--- src/rtl/fib_seq_ctrl.sv ---
`default_nettype none
// ============================================================================
// Module      : fib_seq_ctrl
// Description : Sequencing controller for the 11-bit Fibonacci datapath.
//               Edge-triggered start, tick-paced stepping, term counting,
//               per-term valid strobes and done/overflow status.
// Revision    : 1.0 - initial release
// ============================================================================
module fib_seq_ctrl #(
    parameter int N_TERMS = 16,
    parameter int CW      = 4
) (
    input  logic          clk,
    input  logic          rst,
    input  logic          start,
    input  logic          step_en,
    input  logic          ovf,
    output logic          mux_sel,
    output logic          clr,
    output logic          ld1,
    output logic          ld2,
    output logic          busy,
    output logic          valid,
    output logic [CW-1:0] term_idx,
    output logic          done,
    output logic          err
);

    typedef enum logic [2:0] {
        S_IDLE = 3'd0,
        S_INIT = 3'd1,
        S_SEED = 3'd2,
        S_RUN  = 3'd3,
        S_DONE = 3'd4
    } state_t;

    localparam logic [CW-1:0] c_LAST_IDX = CW'(N_TERMS - 1);

    state_t        r_state;
    state_t        w_next_state;
    logic          r_start_q;
    logic          w_start_edge;
    logic [CW-1:0] w_idx_inc;

    assign w_start_edge = start & ~r_start_q;
    assign w_idx_inc    = term_idx + CW'(1);

    always_comb begin
        w_next_state = r_state;
        mux_sel      = 1'b0;
        clr          = rst;
        ld1          = 1'b0;
        ld2          = 1'b0;
        busy         = 1'b0;
        case (r_state)
            S_IDLE: begin
                if (w_start_edge) w_next_state = S_INIT;
            end
            S_INIT: begin
                clr          = 1'b1;
                busy         = 1'b1;
                w_next_state = S_SEED;
            end
            S_SEED: begin
                mux_sel      = 1'b1;
                ld1          = 1'b1;
                busy         = 1'b1;
                w_next_state = S_RUN;
            end
            S_RUN: begin
                busy = 1'b1;
                ld1  = step_en;
                ld2  = step_en;
                if (step_en && ((w_idx_inc == c_LAST_IDX) || ovf))
                    w_next_state = S_DONE;
            end
            S_DONE: begin
                if (w_start_edge) w_next_state = S_INIT;
            end
            default: w_next_state = S_IDLE;
        endcase
        // Reset overrides everything except clr so the datapath sees only a clear.
        if (rst) begin
            mux_sel = 1'b0;
            ld1     = 1'b0;
            ld2     = 1'b0;
            busy    = 1'b0;
        end
    end

    always_ff @(posedge clk) begin
        // start_q keeps tracking the button through reset so a held press never fires.
        r_start_q <= start;
        if (rst) begin
            r_state  <= S_IDLE;
            term_idx <= '0;
            valid    <= 1'b0;
            done     <= 1'b0;
            err      <= 1'b0;
        end else begin
            r_state <= w_next_state;
            valid   <= 1'b0;
            done    <= (w_next_state == S_DONE);
            case (r_state)
                S_INIT: begin
                    term_idx <= '0;
                    err      <= 1'b0;
                end
                S_SEED: begin
                    valid <= 1'b1;
                end
                S_RUN: begin
                    if (step_en) begin
                        term_idx <= w_idx_inc;
                        valid    <= 1'b1;
                        if (ovf) err <= 1'b1;
                    end
                end
                default: ;
            endcase
        end
    end

endmodule
`default_nettype wire

--- config.mk ---
export PLATFORM = sky130hd
export DESIGN_NAME = fib_seq_ctrl
export DESIGN_NICKNAME = d
export VERILOG_FILES = /design/src/rtl/fib_seq_ctrl.sv
export SDC_FILE = /design/constraint.sdc
export NUM_CORES = 1
export LEC_CHECK = 0
export ABC_CLOCK_PERIOD_IN_PS = 1550
export CAP_MARGIN = 20
export CORE_MARGIN = 5
export CORE_UTILIZATION = 25
export DETAILED_ROUTE_END_ITERATION = 6
export PLACE_DENSITY = 0.45
export SETUP_SLACK_MARGIN = 0.02
export SYNTH_ARGS = -nofsm -noshare
export SYNTH_HDL_FRONTEND = slang
export SYNTH_SLANG_ARGS = --single-unit
--- constraint.sdc ---
create_clock -name clk -period 1.55 [get_ports clk]
set_input_delay 0.31 -clock clk [delete_from_list [all_inputs] [get_ports clk]]
set_output_delay 0.31 -clock clk [all_outputs]
set_load 0.01 [all_outputs]
==> results.ini <==
[run_status]
status=complete, no violations

[routing]
vias=572
viasPerCell=4.50
wl_microns=1470
drt_pass1_iterations=4
drt-initial-drc-count=9
drt-wirelength-per-cell_microns=11.6
ant_nets=0
post-route-drc-count=0

[sta]
skew_ns=0.00227
worst_slack_ns=0.0373
max_freq_mhz=661
final_max_slew_viol_count=0
tns_ns=0
worst_slew_pin_slew_ns=0.407
fin_crit_ns=1.51
setup_viol=0
rsz0062_at_grt=true
fin_crit_sh=0.976
hold_viol_final=0
maxSlewHeadroom=0.727

[setup_path]
worst_r2r_path_depth=5
startpoint=r_state[2]
critPathMaxFanout=5
worstPathArrival_ns=1.20
worstReg2RegStart=term_idx[0]
worst_ep_required_time_ns=1.24
cp-start-kind=flip-flop
worstSetupEndpoint=ld1
regToRegSetupSlack_ns=0.18
r2r-end=done
crit_path_end_kind=primary output
setup.worst_path.class=flip-flop to primary output

[logic_synthesis]
synth_nets=69
synth-seq-cells=11
synth_top_cell_by_area=dfxtp_1
ys_warn_count=0
yosysSeqAreaShare=0.407
synth.top_cell.area_share=0.407
synth_area_leaders=dfxtp_1 41%, nor2_1 5.6%, ha_1 4.6%
synth_area_sq_um=541
synth.distinct_cells=29
syn_inst=62
avgSynthCellArea_sq_um=8.72

[clock_tree]
clkTransAtPathRegs_ns=0.07
ctsHoldBuffers=0
clk_latency_ns=0.27
clk_path_buf_depth=2
numCtsBuffers=3
cts_tree=done
cts_root_buffer=clkbuf_4
htreeDepth=1
cts.sinks=11

[layout]
fill_cells=201
synthToLayoutAreaGrowth_pct=69.7
drive_above_1_share=0.440
fin_cells=127
multi_input_area_sq_um=319
finish.utilization=0.458
register_area_sq_um=231
antenna_cells=0
layout.nets=108

[power]
ir_drop_mv=0.350
powerDensity_mw_per_mm2=683
power_leakage_nw=0.464
power_w=0.000627

[global_routing]
grt_antenna_before_repair=0
grt_pass1_vias=577
grt_pass1_wl_microns=2570
grt_start_max_net_pins=8
gr-total-overflow=0
grt.total_usage=0.105

[placed_design]
numPortBuffers=16
dp.cells=118
place_hpwl_microns=1150
routabilityCongestion=0.793
place_ws_ns=-0.540

[die]
fp.coreArea_sq_mm=0.00200
row_count=16
die_area_sq_mm=0.00319
die_h_microns=56.5
start_util=0.270
dieWidth_microns=56.5
io_pins=17

[worst_hold_path]
hold_start=err
min_path_type=flip-flop to flip-flop

[job]
maxCapViolations=0

-- state kept, by name, indices dropped and copies added (netlist names) --
register	flops
r_start_q	1
r_state	3
done	1
err	1
term_idx	4
valid	1
-- worst max-delay path, stage by stage, from the launching register on --
cell      delay [ns]
dfxtp_2         0.36
nand2b_2        0.16
nor3_4          0.04
or2_4           0.25
buf_6           0.12
-- Yosys cell counts, drive strengths merged --
cell type  instances
xor2               1
and3               1
o31ai              1
nand2              4
a311oi             1
nor3               2
or3                1
nand4b             1
inv                3
clkbuf             1
and4b              1
or2                2
ha                 2
o21bai             1
o21ai              1
dfxtp             11
a31oi              2
buf                1
nand4              1
a21boi             2
o22a               1
nand3              1
a21o               3
a211oi             1
nor2               8
nor2b              2
a21oi              3
nand2b             3
-- power by group --
part	internal, W	leakage [nW]	switching [W]
Clock	0.0000997	0.0150	0.000102
Combinational	0.0000729	0.356	0.0000514
Sequential	0.000291	0.0930	0.00000933
Total	0.000464	0.464	0.000163
-- logic make-up after synthesis --
| group | after synthesis | share of synthesized area |
|---|---|---|
| AOI/OAI and AO/OA | 16 | 0.213 |
| adders and majority gates | 2 | 0.0463 |
| and+or+nand+nor | 27 | 0.269 |
| buffers and inverters | 5 | 0.0486 |
| xor gates and xnor gates | 1 | 0.0162 |
| DFF | 11 | 0.407 |
-- layout make-up --
| class | instances | area share |
|---|---|---|
| tap | 27 | 0.0368 |
| timing repair buffer | 36 | 0.322 |
| sequential | 11 | 0.252 |
| clock buffer | 4 | 0.0286 |
| inverter | 3 | 0.0123 |
| multi-input combinational | 46 | 0.348 |
-- cell usage in the layout (no fill, tap or decap), drive strengths merged --
cell           Yosys  final
nand3              1      1
nand2              4      4
a21boi             2      2
nor2               8      8
a21oi              3      3
dlygate4sd2        0      3
nand4              1      1
o21ai              1      1
a31oi              2      2
o31ai              1      1
nand4b             1      1
and3               1      1
nor2b              2      2
a21o               3      3
o21bai             1      1
dlymetal6s2s       0      3
a211oi             1      1
nand2b             3      3
inv                3      3
o22a               1      1
clkbuf             1      6
ha                 2      2
or3                1      1
xor2               1      1
nor3               2      2
clkdlybuf4s50      0      5
buf                1     23
a311oi             1      1
and4b              1      1
dfxtp             11     11
or2                2      2
-- timing repair --
item	CTS	global route
setup endpoints to repair	9	7
pin swaps	3	3
gates resized for setup	30	9
gates cloned	0	0
buffers inserted	4	1
-- stage by stage --
step	area, sq um	hold slack, ns
after floorplan	541	0.338
after global placement	832	0.459
after detailed placement	832	0.462
after CTS	898	0.485
after global routing	917	0.500
final	917	0.471
-- worst min-delay path by stage --
| stage | endpoint | slack (ns) | depth (start not counted) |
|---|---|---|---|
| 6_report | err | 0.47 | 2 |
| 5_1_grt | r_start_q | 0.50 | 1 |
| 4_1_cts | err | 0.48 | 2 |
| 3_5_place_dp | err | 0.46 | 2 |
| 3_3_place_gp | err | 0.46 | 2 |
| 2_1_floorplan | r_start_q | 0.34 | 0 |
-- metal layers --
layer / track usage / vias to the layer above / share of wire / routed length, microns
met5: 0 / - / 0 / 0
met4: 0.0610 / 0 / 0.025 / 37
met3: 0.0275 / 4 / 0.036 / 53
met2: 0.168 / 12 / 0.47 / 692
met1: 0.124 / 257 / 0.47 / 684
li1: - / 299 / - / -
Power figures use the tool's default switching activity.
